<file path="config.mk">
export PLATFORM = sky130hd
export DESIGN_NAME = twos_decoder_flat
export DESIGN_NICKNAME = d
export VERILOG_FILES = /design/src/rtl/twos_decoder_if.sv /design/src/rtl/twos_decoder.sv /design/src/flat_wrapper.sv
export SDC_FILE = /design/constraint.sdc
export NUM_CORES = 1
export LEC_CHECK = 0
export ABC_AREA = 1
export ABC_CLOCK_PERIOD_IN_PS = 2700
export BUFFER_PORTS_ARGS = -buffer_cell sky130_fd_sc_hd__buf_4
export CAP_MARGIN = 40
export CORE_AREA = 10 10 67 69
export CTS_BUF_LIST = sky130_fd_sc_hd__clkbuf_16
export DETAILED_ROUTE_END_ITERATION = 12
export DIE_AREA = 0 0 77 79
export PLACE_DENSITY = 0.75
export SLEW_MARGIN = 10
export SYNTH_ARGS = -nofsm -noshare
export SYNTH_HDL_FRONTEND = slang
export SYNTH_SLANG_ARGS = --single-unit
</file>
<file path="constraint.sdc">
create_clock -name clk -period 2.7 [get_ports clk]
set_input_delay 0.54 -clock clk [delete_from_list [all_inputs] [get_ports clk]]
set_output_delay 0.54 -clock clk [all_outputs]
set_load 0.005 [all_outputs]
</file>
<file path="src/rtl/twos_decoder_if.sv">
// Handshake and data bundle for the bit-serial two's-complement to
// sign-magnitude decoder. The master issues en/A and receives the result.
interface twos_decoder_if;
    logic       en;
    logic [7:0] A;
    logic [7:0] Output;
    logic       ready;
    logic       busy;
    logic       ovf;

    modport master (
        output en,
        output A,
        input  Output,
        input  ready,
        input  busy,
        input  ovf
    );

    modport slave (
        input  en,
        input  A,
        output Output,
        output ready,
        output busy,
        output ovf
    );
endinterface

</file>
<file path="src/rtl/twos_decoder.sv">
// Bit-serial decoder: 8-bit two's-complement in, 8-bit sign-magnitude out.
// LSB-first, one bit per clock, "copy through the first 1, invert above it".
// The -128 operand cannot be represented and saturates to 8'hFF with ovf set.
module twos_decoder (
    input  logic           clk,
    input  logic           reset,
    twos_decoder_if.slave  bus
);

    typedef enum logic [1:0] {
        IDLE  = 2'd0,
        SHIFT = 2'd1,
        DONE  = 2'd2
    } state_t;

    state_t     state_r;
    state_t     state_nxt_s;
    logic [7:0] sr_r;
    logic [7:0] sr_nxt_s;
    logic [7:0] res_r;
    logic [7:0] res_nxt_s;
    logic [2:0] cnt_r;
    logic [2:0] cnt_nxt_s;
    logic       sign_r;
    logic       sign_nxt_s;
    logic       seen_r;
    logic       seen_nxt_s;
    logic [7:0] output_r;
    logic [7:0] output_nxt_s;
    logic       ovf_r;
    logic       ovf_nxt_s;
    logic       ready_r;
    logic       busy_r;
    logic       bit_s;
    logic       res_bit_s;

    // Current serial bit and its converted value (inverted only above the first 1 of a negative operand)
    always_comb begin
        bit_s     = sr_r[0];
        res_bit_s = bit_s ^ (sign_r & seen_r);
    end

    // Next-state and datapath update for the IDLE/SHIFT/DONE sequencer
    always_comb begin
        state_nxt_s  = state_r;
        sr_nxt_s     = sr_r;
        res_nxt_s    = res_r;
        cnt_nxt_s    = cnt_r;
        sign_nxt_s   = sign_r;
        seen_nxt_s   = seen_r;
        output_nxt_s = output_r;
        ovf_nxt_s    = ovf_r;
        case (state_r)
            IDLE, DONE: begin
                if (bus.en) begin
                    sr_nxt_s    = bus.A;
                    sign_nxt_s  = bus.A[7];
                    seen_nxt_s  = 1'b0;
                    cnt_nxt_s   = 3'd0;
                    state_nxt_s = SHIFT;
                end else begin
                    state_nxt_s = IDLE;
                end
            end
            SHIFT: begin
                res_nxt_s  = {res_bit_s, res_r[7:1]};
                seen_nxt_s = seen_r | bit_s;
                sr_nxt_s   = {1'b0, sr_r[7:1]};
                cnt_nxt_s  = cnt_r + 3'd1;
                if (cnt_r == 3'd7) begin
                    state_nxt_s = DONE;
                    // A set top result bit on a negative operand means magnitude 128
                    if (sign_r & res_nxt_s[7]) begin
                        output_nxt_s = 8'hFF;
                        ovf_nxt_s    = 1'b1;
                    end else begin
                        output_nxt_s = {sign_r, res_nxt_s[6:0]};
                        ovf_nxt_s    = 1'b0;
                    end
                end else begin
                    state_nxt_s = SHIFT;
                end
            end
            default: begin
                state_nxt_s = IDLE;
            end
        endcase
    end

    // State, datapath and registered status outputs; reset aborts any conversion
    always_ff @(posedge clk or posedge reset) begin
        if (reset) begin
            state_r  <= IDLE;
            sr_r     <= 8'h00;
            res_r    <= 8'h00;
            cnt_r    <= 3'd0;
            sign_r   <= 1'b0;
            seen_r   <= 1'b0;
            output_r <= 8'h00;
            ovf_r    <= 1'b0;
            ready_r  <= 1'b0;
            busy_r   <= 1'b0;
        end else begin
            state_r  <= state_nxt_s;
            sr_r     <= sr_nxt_s;
            res_r    <= res_nxt_s;
            cnt_r    <= cnt_nxt_s;
            sign_r   <= sign_nxt_s;
            seen_r   <= seen_nxt_s;
            output_r <= output_nxt_s;
            ovf_r    <= ovf_nxt_s;
            ready_r  <= (state_nxt_s == DONE);
            busy_r   <= (state_nxt_s == SHIFT);
        end
    end

    assign bus.Output = output_r;
    assign bus.ovf    = ovf_r;
    assign bus.ready  = ready_r;
    assign bus.busy   = busy_r;

endmodule

</file>
<file path="src/flat_wrapper.sv">
// flat-port wrapper written by rule: the top's interface ports become plain ports
module twos_decoder_flat 
  (clk, reset, bus_en, bus_A, bus_Output, bus_ready, bus_busy, bus_ovf);
  twos_decoder_if bus_i ();
  input  logic clk;
  input  logic reset;
  input wire logic [$bits(bus_i.en)-1:0] bus_en;
  input wire logic [$bits(bus_i.A)-1:0] bus_A;
  output wire logic [$bits(bus_i.Output)-1:0] bus_Output;
  output wire logic [$bits(bus_i.ready)-1:0] bus_ready;
  output wire logic [$bits(bus_i.busy)-1:0] bus_busy;
  output wire logic [$bits(bus_i.ovf)-1:0] bus_ovf;
  assign bus_i.en = bus_en;
  assign bus_i.A = bus_A;
  assign bus_Output = bus_i.Output;
  assign bus_ready = bus_i.ready;
  assign bus_busy = bus_i.busy;
  assign bus_ovf = bus_i.ovf;
  twos_decoder u_core (.clk(clk), .reset(reset), .bus(bus_i));
endmodule
</file>
==> out/summary.md <==
The flow ran to the end, and the final reports show no timing, DRC or antenna violations. Counting along the longest clock path gives a buffer depth of 2. The run gives 1057 as the total number of vias. Measured along the x axis, the die boundary spans 77 µm. The fraction of final layout cells sized beyond drive strength 1 is 0.251, and the number of levels in the clock H-tree is 2.

sky130_fd_sc_hd__dfrtp_1 takes more of the synthesized area than any other cell. The remaining antenna violation count after routing is 0. Largest family of logic cells by synthesized area: simple AND/OR/NAND/NOR gates. The proportion of netlist area held by the largest area contributor is 0.591, and the number of I/O pins is 22. The worst-case headroom to the max-slew limit was 0.622. For the number of slew-limit violations in the final report, the log shows 0. The most frequent standard cell in the layout excluding fill and tap cells is sky130_fd_sc_hd__nand2_1.

Counting the buffers created by CTS gives 5. The run gives 1180 ps as the smallest setup slack after layout. The diode insertion count for antenna repair was 0. The worst setup path is of the register to register kind. Counting every sink on the clock net gives 33. The worst setup path is launched from a register.

During placement, the flow inserted port buffers numbering 21. The run gives 0.432 as the initial cell density of the core. The worst supply voltage drop on vdd came out at 0.480 mV. For the sum of net half-perimeters after detailed placement, the log shows 2.01 mm. The logs give 2.87 mm for the total wire length and 3230 µm² for the floorplan core area.

The tools report the register-to-register path setup slack as 1180 ps. The tools report the detailed router's first-iteration violation count as 149. The tools report the iteration count of the initial detailed-routing pass as 4. The area fraction in compound gates after synthesis works out to 0.111.

After clock tree synthesis, the clock-pin slew on the worst setup and hold paths is 50 ps. In this run the mean area of a mapped cell was 9.64 µm². The Yosys step of the flow raised 0 warnings. The xor/xnor share of the synthesized area was 0. The multiplexer share of the synthesized area is 0.

Data on the critical path is required at its endpoint by 2860 ps. Dividing the detail-routed via count by the number of cells gives 4.87. For the total global routing track utilization, the log shows 0.103. In the synthesized netlist, the number of instances is 145. STA classifies the critical path endpoint as a register. The pin slew with the least headroom to its limit is 565 ps. The post-placement worst setup slack is 1170 ps. Along the worst path, the maximum fanout reaches 11.

For the worst-skew pair, the clock arrives at the later sink with an insertion delay of 280 ps. The final cycle utilization of the critical path was 0.564; the detail-routed net length per standard cell was 13.2 µm. For the highest achievable clock rate, the log shows 657 MHz. The total power per unit cell area was 1260 nW/µm². The aggregate global routing overflow is 0. Classification of the worst-slack hold path: input port to asynchronous set/reset pin.

Measured along the y axis, the die boundary spans 79 µm. The floorplan has 21 rows. The tools report the global-route wire length before repair as 4.95 mm. Remaining design rule violation count: 0. Quantity of gates resized following cts: 0.

The run gives 158 as the number of nets in the synthesized netlist. Number of nets in the final layout: 183. Hold repair after CTS inserted 0 buffers. Compared with the post-synthesis result, the final layout area differs by 23.2%. Final total negative setup slack: 0 ps. The simple logic cell fraction of the synthesized area is 0.202. The tree is rooted in a sky130_fd_sc_hd__clkbuf_16. The initial antenna violation count is 0, and the arrival time of data at the critical path endpoint is 1690 ps. The cell area that synthesis handed to floorplanning was 1400 µm². TritonCTS built the clock tree.

The final period demand of the worst path is 1520 ps. Max-cap violations in this run came to 0. Counting distinct cell types in the post-synthesis netlist gives 19. The run gives 0.744 as the final weighted congestion in routability-driven placement.

The layout has 289 filler cells. The synthesized design contains 33 register bits. The pin count of the biggest net entering global routing was 34; the leakage power was 0.881 nW. The worst clock skew on the final layout came out at 6.85 ps.

In the layout the commonest cells are 35 x sky130_fd_sc_hd__nand2_1, 33 x sky130_fd_sc_hd__dfrtp_1, 22 x sky130_fd_sc_hd__buf_4. Final-report setup violation count: 0. Setup repair after global routing left no endpoint under its margin. The logs give 0.591 for the sequential fraction of the synthesis area and 0 for the count of buffers added by post-CTS timing repair for setup. The logs give 0 for the hold violation count in the final report and 1024 for the via count of the first global-routing pass.

The overall die area came out at 6080 µm². Yosys attributes the largest share of cell area to sky130_fd_sc_hd__dfrtp_1 59%, sky130_fd_sc_hd__nand2_1 9.4%, sky130_fd_sc_hd__inv_1 4.6%. The post-synthesis share of cell area spent on full adders, half adders and majority gates is 0.0179.
==> stage by stage <==
step,total power [mW],std cells,util,area [µm²],hold slack [ps]
floorplan,1.40,145,-,1400,450
global placement,1.58,209,0.489,1580,462
detailed placement,1.64,209,0.489,1580,470
CTS,2.21,217,0.533,1720,359
global route,2.34,217,0.533,1720,388
finish,2.17,217,0.533,1720,347
==> synthesized netlist by cell type <==
cell,instances
sky130_fd_sc_hd__nand2_1,35
sky130_fd_sc_hd__dfrtp_1,33
sky130_fd_sc_hd__inv_1,17
sky130_fd_sc_hd__nor2_1,17
sky130_fd_sc_hd__o21ai_0,9
sky130_fd_sc_hd__o21ai_2,6
sky130_fd_sc_hd__o22ai_1,6
sky130_fd_sc_hd__nand3_1,4
sky130_fd_sc_hd__buf_6,3
sky130_fd_sc_hd__a21oi_1,2
sky130_fd_sc_hd__ha_1,2
sky130_fd_sc_hd__nand2_2,2
sky130_fd_sc_hd__nand2_4,2
sky130_fd_sc_hd__o21ai_1,2
sky130_fd_sc_hd__buf_4,1
sky130_fd_sc_hd__inv_2,1
sky130_fd_sc_hd__nand3_2,1
sky130_fd_sc_hd__nand3_4,1
sky130_fd_sc_hd__nor3_1,1
==> metal layers <==
metal | vias up | global-route usage | part of all wire
met3 | 6 | 0.0360 | 0.042
met5 | - | 0 | 0
met2 | 24 | 0.169 | 0.54
met1 | 514 | 0.114 | 0.39
li1 | 513 | - | -
met4 | 0 | 0.0602 | 0.025
==> report_power, final <==
| group | switching [mW] | total (mW) | internal [mW] |
|---|---|---|---|
| registers | 0.140 | 0.863 | 0.723 |
| clock network | 0.202 | 0.539 | 0.337 |
| logic | 0.453 | 0.767 | 0.313 |
==> cells by family after synthesis <==
family,Yosys count
adders and majority gates,2
AOI/OAI and AO/OA,25
DFF,33
buffers and inverters,22
and+or+nand+nor,63
==> state kept, by name, indices dropped and copies added, names as in the netlist <==
signal	cells
u_core.res_r	7
u_core.state_r	2
u_core.sr_r	8
u_core.seen_r	1
u_core.bus.busy	1
u_core.bus.ready	1
u_core.bus.Output	8
u_core.cnt_r	3
u_core.bus.ovf	1
u_core.sign_r	1
==> critical path: stages, from the launching register on <==
cell,delay [ps]
sky130_fd_sc_hd__dfrtp_1,390
sky130_fd_sc_hd__ha_1,210
sky130_fd_sc_hd__ha_1,240
sky130_fd_sc_hd__nand3_2,200
sky130_fd_sc_hd__inv_2,130
sky130_fd_sc_hd__o21ai_0,170
sky130_fd_sc_hd__nand2_1,70
==> path summary, 6_finish.rpt <==
path | from | end | depth (start not counted)
max in group asynchronous | reset | u_core.sr_r[5]$_DFFE_PP0P_ | 3
setup reg to reg | u_core.cnt_r[0]$_DFFE_PP0P_ | u_core.bus.Output[5]$_DFFE_PP0P_ | 6
hold reg to reg | u_core.res_r[4]$_DFFE_PP0P_ | u_core.res_r[4]$_DFFE_PP0P_ | 2
setup / recovery | u_core.cnt_r[0]$_DFFE_PP0P_ | u_core.bus.Output[5]$_DFFE_PP0P_ | 6
hold / removal | reset | u_core.bus.Output[7]$_DFFE_PP0P_ | 3
min in group clk | u_core.res_r[4]$_DFFE_PP0P_ | u_core.res_r[4]$_DFFE_PP0P_ | 2
==> area by class of cell <==
type / count / area [µm²] / area share
Clock inverter: 3 / 17.5 / 0.0102
Inverter: 18 / 67.6 / 0.0392
Multi-Input combinational cell: 90 / 463 / 0.269
Sequential cell: 33 / 826 / 0.480
Timing Repair Buffer: 22 / 165 / 0.0959
Tap cell: 46 / 57.6 / 0.0334
Clock buffer: 5 / 125 / 0.0727
No activity file was read; power rests on OpenSTA's default activity.
